## config.mk

```make
export PLATFORM = sky130hd
export DESIGN_NAME = serv_rf_ram_arb
export DESIGN_NICKNAME = d
export VERILOG_FILES = /design/src/rtl/serv_rf_ram_arb.sv
export SDC_FILE = /design/constraint.sdc
export NUM_CORES = 1
export LEC_CHECK = 0
export ABC_AREA = 1
export BUFFER_PORTS_ARGS = -buffer_cell sky130_fd_sc_hd__buf_2
export CAP_MARGIN = 20
export CORE_MARGIN = 2
export CORE_UTILIZATION = 41
export CTS_CLUSTER_DIAMETER = 150
export DETAILED_ROUTE_END_ITERATION = 10
export PLACE_DENSITY = 0.87
export SLEW_MARGIN = 20
export SYNTH_ARGS = -nofsm -noshare
export SYNTH_HDL_FRONTEND = slang
export SYNTH_SLANG_ARGS = --single-unit
```

## constraint.sdc

```tcl
create_clock -name i_clk -period 2 [get_ports i_clk]
set_input_delay 0.2 -clock i_clk [delete_from_list [all_inputs] [get_ports i_clk]]
set_output_delay 0.2 -clock i_clk [all_outputs]
set_load 0.03 [all_outputs]
```

## src/rtl/serv_rf_ram_arb.sv

```systemverilog
`default_nettype none
// ============================================================================
// Module   : serv_rf_ram_arb
// Purpose  : Two-requester arbiter (core / FPU) in front of one RF RAM port.
//            RF_ARB_FIXED_PRIO_EN: core always wins ties (no round-robin).
// Revision : 1.0 - initial release
// ============================================================================
module serv_rf_ram_arb #(
  parameter int W   = 1,
  parameter int RAW = 6,
  parameter int LEN = 36
) (
  input  logic             i_clk,
  input  logic             i_rst_n,
  input  logic [1:0]       i_req_rreq,
  input  logic [1:0]       i_req_wreq,
  output logic [1:0]       o_req_ready,
  input  logic [2*RAW-1:0] i_req_rreg0,
  input  logic [2*RAW-1:0] i_req_rreg1,
  input  logic [2*RAW-1:0] i_req_wreg0,
  input  logic [2*RAW-1:0] i_req_wreg1,
  input  logic [1:0]       i_req_wen0,
  input  logic [1:0]       i_req_wen1,
  input  logic [2*W-1:0]   i_req_wdata0,
  input  logic [2*W-1:0]   i_req_wdata1,
  output logic [W-1:0]     o_req_rdata0,
  output logic [W-1:0]     o_req_rdata1,
  output logic             o_rreq,
  output logic             o_wreq,
  input  logic             i_ready,
  output logic [RAW-1:0]   o_rreg0,
  output logic [RAW-1:0]   o_rreg1,
  output logic [RAW-1:0]   o_wreg0,
  output logic [RAW-1:0]   o_wreg1,
  output logic             o_wen0,
  output logic             o_wen1,
  output logic [W-1:0]     o_wdata0,
  output logic [W-1:0]     o_wdata1,
  input  logic [W-1:0]     i_rdata0,
  input  logic [W-1:0]     i_rdata1,
  output logic             o_busy
);

  localparam int c_cnt_w = (LEN > 1) ? $clog2(LEN) : 1;
  localparam logic [c_cnt_w-1:0] c_cnt_load = c_cnt_w'(LEN - 1);

  typedef enum logic [1:0] {
    IDLE = 2'd0,
    PEND = 2'd1,
    XFER = 2'd2
  } state_t;

  state_t             r_state;
  state_t             w_state_nxt;
  logic [1:0]         r_pend_r;
  logic [1:0]         r_pend_w;
  logic               r_gnt;
  logic               r_rreq;
  logic               r_wreq;
  logic [c_cnt_w-1:0] r_cnt;

  logic [1:0] w_has;
  logic       w_issue;
  logic       w_win;
  logic       w_win_w;
  logic       w_tie_win;
  logic [1:0] w_clr_r;
  logic [1:0] w_clr_w;
  logic       w_ack;
  logic       w_active;

`ifdef RF_ARB_FIXED_PRIO_EN
  assign w_tie_win = 1'b0;
`else
  logic r_last;

  // Requester that was granted most recently; the other one wins a tie.
  always_ff @(posedge i_clk or negedge i_rst_n) begin
    if (!i_rst_n)
      r_last <= 1'b1;
    else if (w_issue)
      r_last <= w_win;
  end

  assign w_tie_win = ~r_last;
`endif

  assign w_has = r_pend_r | r_pend_w;

  always_ff @(posedge i_clk or negedge i_rst_n) begin
    if (!i_rst_n)
      r_state <= IDLE;
    else
      r_state <= w_state_nxt;
  end

  always_comb begin
    w_state_nxt = r_state;
    w_issue     = 1'b0;
    w_win       = r_gnt;
    w_win_w     = 1'b0;
    w_clr_r     = 2'b00;
    w_clr_w     = 2'b00;
    w_ack       = 1'b0;
    case (r_state)
      IDLE: begin
        if (|w_has) begin
          w_issue = 1'b1;
          w_win   = (&w_has) ? w_tie_win : w_has[1];
          // Write outranks read within the winning requester.
          w_win_w = r_pend_w[w_win];
          if (w_win_w)
            w_clr_w[w_win] = 1'b1;
          else
            w_clr_r[w_win] = 1'b1;
          w_state_nxt = PEND;
        end
      end
      PEND: begin
        if (i_ready) begin
          w_ack       = 1'b1;
          w_state_nxt = XFER;
        end
      end
      XFER: begin
        if (r_cnt == '0)
          w_state_nxt = IDLE;
      end
      default: w_state_nxt = IDLE;
    endcase
  end

  // A new pulse in the same cycle as an issue-clear re-arms the flag.
  always_ff @(posedge i_clk or negedge i_rst_n) begin
    if (!i_rst_n) begin
      r_pend_r <= 2'b00;
      r_pend_w <= 2'b00;
      r_gnt    <= 1'b0;
      r_rreq   <= 1'b0;
      r_wreq   <= 1'b0;
      r_cnt    <= '0;
    end else begin
      r_pend_r <= (r_pend_r & ~w_clr_r) | i_req_rreq;
      r_pend_w <= (r_pend_w & ~w_clr_w) | i_req_wreq;
      r_rreq   <= w_issue & ~w_win_w;
      r_wreq   <= w_issue & w_win_w;
      if (w_issue)
        r_gnt <= w_win;
      if (w_ack)
        r_cnt <= c_cnt_load;
      else if ((r_state == XFER) && (r_cnt != '0))
        r_cnt <= r_cnt - c_cnt_w'(1);
    end
  end

  assign w_active    = (r_state != IDLE);
  assign o_busy      = w_active;
  assign o_rreq      = r_rreq;
  assign o_wreq      = r_wreq;
  assign o_req_ready = w_ack ? {r_gnt, ~r_gnt} : 2'b00;

  assign o_rreg0  = r_gnt ? i_req_rreg0[2*RAW-1:RAW] : i_req_rreg0[RAW-1:0];
  assign o_rreg1  = r_gnt ? i_req_rreg1[2*RAW-1:RAW] : i_req_rreg1[RAW-1:0];
  assign o_wreg0  = r_gnt ? i_req_wreg0[2*RAW-1:RAW] : i_req_wreg0[RAW-1:0];
  assign o_wreg1  = r_gnt ? i_req_wreg1[2*RAW-1:RAW] : i_req_wreg1[RAW-1:0];
  assign o_wdata0 = r_gnt ? i_req_wdata0[2*W-1:W] : i_req_wdata0[W-1:0];
  assign o_wdata1 = r_gnt ? i_req_wdata1[2*W-1:W] : i_req_wdata1[W-1:0];
  assign o_wen0   = w_active & i_req_wen0[r_gnt];
  assign o_wen1   = w_active & i_req_wen1[r_gnt];

  assign o_req_rdata0 = i_rdata0;
  assign o_req_rdata1 = i_rdata1;

endmodule
`default_nettype wire

```

==> flow_metrics.py, run 1 <==
metrics = {
    "final_layout": {
        "layout.cells.most_common_list": "nand2_1, buf_2, inv_1, dfrtp_1, nand3_1",
        "area_growth_pct": 44.8,
        "layout.nets": 360,
        "final_cells": 323,
        "n_antenna_cell": 0,
        "final_core_util": 0.629,
        "final_common_cell": "nand2_1",
        "drive_gt1_frac": 0.384,
    },
    "floorplanning": {
        "rows": 19,
        "dieArea_mm2": 0.00337,
        "start_util": 0.434,
        "num_io_pins": 100,
        "core-area_mm2": 0.00276,
        "die_y_um": 58.0,
        "dieWidth_um": 58.0,
    },
    "synth": {
        "yosys.area.top_type": "nand2_1",
        "syn_avg_cell_area_um2": 6.05,
        "synth_area_leaders": "nand2_1, dfrtp_1, nand3_1",
        "ys_warn_count": 0,
        "synth_nets": 265,
        "synth_seq_cells": 16,
        "synth_cell_type_count": 23,
        "synth_cells": 198,
        "yosysTopAreaCellShare": 0.339,
        "synth_seq_area_share": 0.335,
        "netlist_area_mm2": 0.00120,
    },
    "global_route": {
        "grt_pass1_wl_um": 5390,
        "grt_usage": 0.202,
        "antenna_found_initial": 0,
        "grt_pass1_vias": 1293,
        "grt_max_degree": 29,
        "grt_overflow_total": 0,
    },
    "sta": {
        "worstMarginPinSlew_ns": 0.345,
        "skew_ns": 0.00879,
        "tns_ns": 0,
        "timing.fmax_mhz": 611,
        "setup_viol": 0,
        "hold_violations": 0,
        "fin_crit_sh": 0.818,
        "rsz0062_at_grt": "no",
        "relSlewSlack": 0.770,
        "finalCriticalPeriod_ns": 1.64,
        "drv_slew": 0,
    },
    "critical_path": {
        "slowest_stage": "dfrtp_1",
        "worstPathArrival_ns": 1.44,
        "r2r-start": "r_cnt[0]",
        "cp-start-kind": "flop",
        "end_kind": "output port",
        "critPathTopFamily": "flip-flops",
        "rr_endpoint": "r_cnt[4]",
        "crit_chain": "inv_1 -> nand3_2 -> nor2_1 -> buf_2",
        "slowest_delay_ns": 0.41,
        "worstSetupPathType": "flop to output port",
        "rr_worst_depth": 7,
        "path_max_fanout": 14,
        "worst-path-buf-inv": 2,
        "cp.required_ns": 1.80,
        "r2r_slack_ns": 0.68,
    },
    "clock_network": {
        "h-tree-depth": 1,
        "cts_root_buf": "clkbuf_4",
        "clkLatencyLatePin_ns": 0.29,
        "clkSlewWorstSetupHoldPaths_ns": 0.09,
        "cts_resized": 0,
        "clock-sinks": 16,
        "cts_tree": "built",
        "cts_max_path_buffers": 2,
        "numCtsBuffers": 3,
    },
    "route": {
        "drc": 0,
        "post_drt_wl_per_cell_um": 10.7,
        "viasPerCell": 4.57,
        "final_antenna_net_count": 0,
        "drt-initial-drc-count": 66,
        "route.vias.total": 1477,
        "drt_wl_total_um": 3440,
        "first_pass_iters": 5,
    },
    "hold_path": {
        "min_from": "i_req_rreq[0]",
        "hold_class": "primary input to flop",
        "min_to": "r_pend_r[0]",
        "whs_path_depth": 3,
    },
    "placed_design": {
        "dp.cells": 318,
        "io_buffers": 95,
        "dpl.hpwl_um": 2750,
        "gp_congestion": 0.862,
    },
    "power": {
        "powerDensity_mw_per_mm2": 1530,
        "max-vdd-ir-drop_mv": 0.912,
        "leakage_nw": 1.12,
    },
    "job": {
        "maxCapViolations": 0,
    },
    "status": {
        "run_status": "completed",
    },
}
==> worst min-delay path: stages <==
cell     delay [ns]
buf_2          0.07
inv_1          0.03
nand2_1        0.05
==> synth_stat cells, drive strengths merged <==
| master | n |
|---|---|
| a21oi | 3 |
| ha | 2 |
| buf | 6 |
| nand4 | 3 |
| a21o | 1 |
| o21ai | 6 |
| o21bai | 2 |
| inv | 17 |
| dfstp | 1 |
| nand2 | 110 |
| dfrtp | 15 |
| xor2 | 1 |
| clkbuf | 3 |
| nand3 | 15 |
| nor2 | 13 |
==> layout make-up <==
class,instances,area (um^2)
clock buffers,4,36.3
fillers,271,1020
inverters,17,63.8
multi-input cells,156,686
flip-flops and latches,16,402
well taps,31,38.8
repair buffers,99,508
==> kinds of logic (layout without fill, tap and decap cells) <==
group / count (synthesis) / in the layout / synth area share
and+or+nand+nor: 141 / 141 / 0.488
buffers and inverters: 26 / 120 / 0.0919
DFF: 16 / 16 / 0.335
AOI/OAI and AO/OA: 12 / 12 / 0.0564
adders and majority gates: 2 / 2 / 0.0209
xor gates and xnor gates: 1 / 1 / 0.00732
==> registers in the layout (all words and copies together), names as in the netlist <==
| signal | cells |
|---|---|
| r_cnt | 6 |
| r_pend_r | 2 |
| r_pend_w | 2 |
| r_state | 2 |
| o_rreq | 1 |
| o_wreq | 1 |
| r_gnt | 1 |
| r_last | 1 |
==> metal layers <==
metal,share of wire,wire length [um],track usage,vias to the layer above
li1,-,-,-,792
met1,0.39,1330,0.214,614
met2,0.51,1740,0.388,67
met3,0.093,321,0.0313,4
met4,0.013,46,0.0864,0
met5,0,0,0,-
==> power breakdown <==
group / total, W / switching [W] / internal, W
registers: 0.000551 / 0.000101 / 0.000450
logic: 0.00189 / 0.00133 / 0.000557
clock network: 0.000214 / 0.000104 / 0.000111
total: 0.00266 / 0.00154 / 0.00112
==> stage by stage <==
| step | area [um^2] | hold WS [ns] | total power (W) | worst slack (ns) |
|---|---|---|---|---|
| floorplan | 1200 | -0.0956 | 0.00194 | 0.596 |
| global placement | 1690 | 0.119 | 0.00242 | 0.720 |
| detailed placement | 1690 | 0.125 | 0.00246 | 0.666 |
| CTS | 1730 | 0.0884 | 0.00267 | 0.341 |
| global route | 1730 | 0.0925 | 0.00288 | 0.186 |
| finish | 1730 | 0.0936 | 0.00266 | 0.364 |
==> repair_timing <==
action	4_1_cts	5_1_grt
hold endpoints to repair	15	0
hold buffers	1	0
setup buffers	0	0
==> how the worst max path moves through the flow <==
stage | start | end | cells after the start
after floorplan | r_state[1] | o_req_ready[0] | 4
after CTS | r_state[1] | o_req_ready[0] | 4
after global routing | r_state[1] | o_req_ready[1] | 4
after detailed placement | r_state[1] | o_req_ready[0] | 4
after global placement | r_state[1] | o_req_ready[1] | 4
final | r_state[1] | o_req_ready[0] | 4
(Power assumes the default switching activity.)
==> inputs of run 2 (changes only) <==
- ABC_AREA: 1 -> 0
- CORE_UTILIZATION: 41 -> 34
- PLACE_DENSITY: 0.87 -> 0.78
- clock period: 2 -> 1.37 ns (I/O delays scaled with it)
==> flow_metrics.py, run 2 <==
metrics = {
    "status": {
        "run_status": "finished with violations",
        "violations": "setup timing",
    },
    "final_layout": {
        "layout.nets": 295,
        "drive_gt1_frac": 0.722,
        "largest_register_ffs": 6,
        "top_register": "r_cnt",
        "n_antenna_cell": 0,
        "final_common_cell": "buf_2",
        "layout.cells.most_common_list": "buf_2, buf_6, buf_4, mux2_4, dfrtp_1",
        "fillCellCount": 222,
        "final_core_util": 0.667,
        "final_cells": 273,
        "area_growth_pct": 91.3,
    },
    "global_route": {
        "grt_usage": 0.201,
        "grt_pass1_vias": 1214,
        "grt_max_degree": 17,
        "grt_overflow_total": 0,
        "grt_pass1_wl_um": 5540,
        "antenna_found_initial": 0,
    },
    "synth": {
        "synth_nets": 179,
        "yosys.area.top_type": "dfrtp_1",
        "synth_xor_area_frac": 0,
        "ys.flop_type": "dfrtp_1",
        "synth_cells": 112,
        "synthArstFlopShare": 1.00,
        "synth_seq_area_share": 0.350,
        "synth-simple-area-share": 0.164,
        "yosysTopAreaCellShare": 0.328,
        "synth_seq_cells": 16,
        "netlist_area_mm2": 0.00115,
        "synthTopCellsByCount": "mux2_2, dfrtp_1, nor2_1, o21ai_0",
        "syn_avg_cell_area_um2": 10.2,
        "synth_top_family_by_area": "multiplexers",
        "synth_compound_area_frac": 0.131,
        "synth_edf_count": 0,
        "ys_warn_count": 0,
        "muxShareOfSynthArea": 0.290,
        "synth_cell_type_count": 35,
        "yosysMostFrequentCell": "mux2_2",
        "synth_area_leaders": "dfrtp_1, mux2_2, mux2i_1",
        "synth_adder_area_share": 0.0218,
    },
    "route": {
        "first_pass_iters": 4,
        "drt_wl_total_um": 4560,
        "viasPerCell": 5.04,
        "route.vias.total": 1377,
        "post_drt_wl_per_cell_um": 16.7,
        "final_antenna_net_count": 0,
        "drc": 0,
        "drt-initial-drc-count": 65,
    },
    "critical_path": {
        "worstSetupPathType": "flop to flop",
        "path_max_fanout": 4,
        "end_kind": "flop",
        "cp-start-kind": "flop",
        "worstPathArrival_ns": 1.85,
        "cp.required_ns": 1.59,
    },
    "floorplanning": {
        "dieArea_mm2": 0.00385,
        "die_y_um": 62.1,
        "num_io_pins": 100,
        "dieWidth_um": 62.1,
        "core-area_mm2": 0.00328,
        "start_util": 0.349,
        "rows": 21,
    },
    "sta": {
        "drv_slew": 0,
        "relSlewSlack": 0.733,
        "skew_ns": 0.00673,
        "worstMarginPinSlew_ns": 0.396,
        "fin_ws_ns": -0.256,
        "finalCriticalPeriod_ns": 1.63,
        "tns_ns": -5.11,
        "timing.fmax_mhz": 615,
        "setup_viol": 34,
        "rsz0062_at_grt": "yes",
        "fin_crit_sh": 1.19,
        "hold_ws_ns": 0.0325,
        "hold_violations": 0,
    },
    "clock_network": {
        "cts_tree": "built",
        "numCtsBuffers": 3,
        "cts_root_buf": "clkbuf_4",
        "clkSlewWorstSetupHoldPaths_ns": 0.10,
        "h-tree-depth": 1,
        "clock-sinks": 16,
        "clkLatencyLatePin_ns": 0.29,
        "cts_max_path_buffers": 2,
    },
    "placed_design": {
        "dp.cells": 259,
        "gp_congestion": 0.754,
        "io_buffers": 95,
        "dpl.hpwl_um": 2770,
    },
    "power": {
        "leakage_nw": 1.12,
        "powerDensity_mw_per_mm2": 2060,
        "max-vdd-ir-drop_mv": 1.17,
        "p_total_w": 0.00451,
    },
    "job": {
        "maxCapViolations": 0,
    },
    "hold_path": {
        "hold_class": "primary input to flop",
    },
}
## run 2: logic make-up after synthesis
kind of cell | after synthesis
compound gates | 23
fa+ha+maj | 2
buf+inv | 11
flops | 16
mux | 30
simple gates | 30
## run 2: power breakdown
part / internal, W / switching, W / leakage (nW)
Combinational: 0.00173 / 0.00170 / 0.921
Sequential: 0.000651 / 0.000166 / 0.180
Clock: 0.000113 / 0.000147 / 0.0150
## run 2: what timing repair did
item                                    4_1_cts  5_1_grt
endpoints found under the hold margin        15        0
cloned                                        3        0
buffers inserted                              8        1
gates resized for setup                      74       30
hold buffers                                  1        0
pin swaps                                     4        9
endpoints found under the setup margin       37       38
## run 2: area by class of cell
type	instances	area, um^2	area share
Clock buffer	4	26.3	0.0120
Inverter	5	28.8	0.0131
Multi-Input combinational cell	85	808	0.369
Sequential cell	16	403	0.184
Tap cell	46	57.6	0.0263
Timing Repair Buffer	117	868	0.396
## run 2: final timing paths
| check | start | to | slack [ns] | depth (start not counted) |
|---|---|---|---|---|
| worst min-delay path | i_req_rreq[0] | r_pend_r[0] | 0.03 | 2 |
| min in group asynchronous | i_rst_n | r_cnt[4] | 0.29 | 2 |
| worst min register to register | r_pend_r[1] | r_pend_r[1] | 0.54 | 1 |
| worst max-delay path | r_state[0] | r_cnt[3] | -0.26 | 3 |
| max in group asynchronous | i_rst_n | r_last | 0.77 | 2 |
| worst max register to register | r_state[0] | r_cnt[3] | -0.26 | 3 |
## run 2: critical path, stage by stage, from the launching register on
cell     delay [ns]
dfrtp_1        0.39
or4b_4         0.56
or4_4          0.49
a21oi_2        0.12
## run 2: per-layer routing
metal	vias up	share of wire	GRT usage
met1	665	0.39	0.236
met5	-	0	0
li1	647	-	-
met2	59	0.54	0.376
met4	0	0.012	0.0638
met3	6	0.063	0.0228
## run 2: metrics by stage
stage | worst slack [ns] | cell area [um^2]
after floorplan | -0.207 | 1150
after global placement | -0.205 | 1750
after detailed placement | -0.226 | 1750
after CTS | -0.250 | 2140
after global routing | -0.294 | 2190
final | -0.256 | 2190
==> inputs of run 3 (changes only) <==
- PLACE_DENSITY: 0.78 -> 0.86
==> flow_metrics.py, run 3 (synthesis results as in run 2) <==
metrics = {
    "sta": {
        "fin_crit_sh": 1.19,
        "drv_slew": 0,
        "fin_ws_ns": -0.254,
        "hold_violations": 0,
        "timing.fmax_mhz": 616,
        "relSlewSlack": 0.763,
        "skew_ns": 0.00285,
        "finalCriticalPeriod_ns": 1.62,
        "setup_viol": 34,
        "worstMarginPinSlew_ns": 0.350,
        "rsz0062_at_grt": "yes",
    },
    "critical_path": {
        "rr_worst_depth": 4,
        "slowest_delay_ns": 0.55,
        "worstPathArrival_ns": 1.86,
        "crit_chain": "or4b_4 -> buf_4 -> or4_1 -> nand3_1",
        "cp-start-kind": "flop",
        "worstSetupPathType": "flop to flop",
        "critPathTopFamily": "simple AND/OR/NAND/NOR gates",
        "worst-path-buf-inv": 1,
        "end_kind": "flop",
        "path_max_fanout": 3,
        "slowest_stage": "or4b_4",
        "r2r_slack_ns": -0.25,
        "cp.required_ns": 1.61,
        "rr_endpoint": "r_cnt[5]",
        "r2r-start": "r_cnt[0]",
    },
    "route": {
        "first_pass_iters": 5,
        "final_antenna_net_count": 0,
        "drt-initial-drc-count": 56,
        "viasPerCell": 4.71,
        "post_drt_wl_per_cell_um": 15.5,
        "drc": 0,
        "route.vias.total": 1314,
        "drt_wl_total_um": 4330,
    },
    "final_layout": {
        "final_core_util": 0.690,
        "layout.nets": 301,
        "area_growth_pct": 97.8,
        "final_common_cell": "buf_2",
        "drive_gt1_frac": 0.730,
        "largest_register_ffs": 6,
        "final_cells": 279,
        "n_antenna_cell": 0,
        "layout.cells.most_common_list": "buf_2, buf_6, buf_4, dfrtp_1",
        "fin_area_mm2": 0.00227,
        "top_register": "r_cnt",
    },
    "clock_network": {
        "clock-sinks": 16,
        "clkSlewWorstSetupHoldPaths_ns": 0.10,
        "h-tree-depth": 1,
        "cts_max_path_buffers": 2,
        "numCtsBuffers": 3,
        "cts_root_buf": "clkbuf_4",
        "cts_tree": "built",
        "clkLatencyLatePin_ns": 0.30,
    },
    "power": {
        "swShare": 0.429,
        "pwr-share-clk": 0.068,
        "powerDensity_mw_per_mm2": 2110,
        "p_int_w": 0.00273,
        "pwr-share-comb": 0.764,
        "p_seq_frac": 0.169,
        "max-vdd-ir-drop_mv": 1.64,
        "p_switching_w": 0.00205,
        "leakage_nw": 1.16,
    },
    "floorplanning": {
        "core-area_mm2": 0.00328,
        "rows": 21,
        "die_y_um": 62.1,
        "dieArea_mm2": 0.00385,
        "num_io_pins": 100,
        "dieWidth_um": 62.1,
        "start_util": 0.349,
    },
    "placed_design": {
        "io_buffers": 95,
        "dp.cells": 258,
        "dpl.hpwl_um": 2730,
        "place_area_mm2": 0.00174,
        "gp_congestion": 0.819,
    },
    "global_route": {
        "grt_max_degree": 17,
        "antenna_found_initial": 0,
        "grt_overflow_total": 0,
        "grt_usage": 0.188,
        "grt_pass1_wl_um": 5290,
        "grt_pass1_vias": 1182,
    },
    "hold_path": {
        "whs_path_depth": 2,
        "min_to": "r_pend_r[0]",
        "hold_class": "primary input to flop",
        "min_from": "i_req_rreq[0]",
    },
    "job": {
        "maxCapViolations": 0,
    },
    "status": {
        "run_status": "finished with violations",
        "violations": "setup timing",
    },
}
==> run 3: cell types whose count changed in the layout (fill, tap and decap cells not counted), sizes merged <==
cell | before | now
buf | 116 | 122
==> run 3: metal layers <==
metal / vias to the layer above / GRT usage / share of wire
met5: - / 0 / 0
met4: 0 / 0.0608 / 0.0062
met3: 4 / 0.0166 / 0.055
met2: 54 / 0.359 / 0.54
met1: 606 / 0.217 / 0.39
li1: 650 / - / -
==> run 3: stage by stage <==
stage | worst slack, ns | hold WS (ns) | TNS (ns) | total power (W)
2_1_floorplan | -0.207 | -0.159 | -0.278 | 0.00243
3_3_place_gp | -0.203 | 0.0612 | -0.395 | 0.00317
3_5_place_dp | -0.231 | 0.0651 | -0.535 | 0.00321
4_1_cts | -0.246 | 0.0305 | -5.71 | 0.00453
5_1_grt | -0.296 | 0.0103 | -7.40 | 0.00500
6_report | -0.254 | 0.00986 | -6.22 | 0.00478
==> run 3: what timing repair did <==
item / in CTS / in global routing
buffers inserted: 10 / 6
gates resized for setup: 80 / 24
hold buffers: 1 / 0
gates cloned: 2 / 0
pin swaps: 9 / 5
hold endpoints to repair: 15 / 0
setup endpoints to repair: 37 / 41
==> run 3: cell type report <==
| type | count | area [um^2] |
|---|---|---|
| inverter | 5 | 26.3 |
| clock buffer | 4 | 36.3 |
| timing repair buffer | 123 | 953 |
| fill | 229 | 1020 |
| tap | 46 | 57.6 |
| multi-input combinational | 85 | 791 |
| sequential | 16 | 403 |
==> run 3: power by group through the flow <==
stage / Sequential (W) / Combinational, W / Clock (W)
floorplan: 0.000837 / 0.00159 / 0
global placement: 0.000783 / 0.00239 / 0
detailed placement: 0.000797 / 0.00241 / 0
CTS: 0.000791 / 0.00343 / 0.000310
global route: 0.000822 / 0.00383 / 0.000344
finish: 0.000806 / 0.00365 / 0.000323
==> run 3: worst reg2reg max path, cell delays in order (launching register included) <==
cell and delay, ns:
dfrtp_1 0.39, or4b_4 0.55, buf_4 0.15, or4_1 0.40
nand3_1 0.08
==> run 3: worst max path at each step <==
| stage | from | to | slack [ns] | cells past startpoint |
|---|---|---|---|---|
| final | r_cnt[0] | r_cnt[5] | -0.25 | 4 |
| after detailed placement | r_cnt[1] | r_cnt[3] | -0.23 | 3 |
| after CTS | r_cnt[0] | r_cnt[3] | -0.25 | 3 |
| after global routing | r_cnt[0] | r_cnt[5] | -0.30 | 4 |
| after global placement | r_cnt[1] | r_cnt[3] | -0.20 | 3 |
| after floorplan | r_state[0] | r_cnt[3] | -0.21 | 3 |
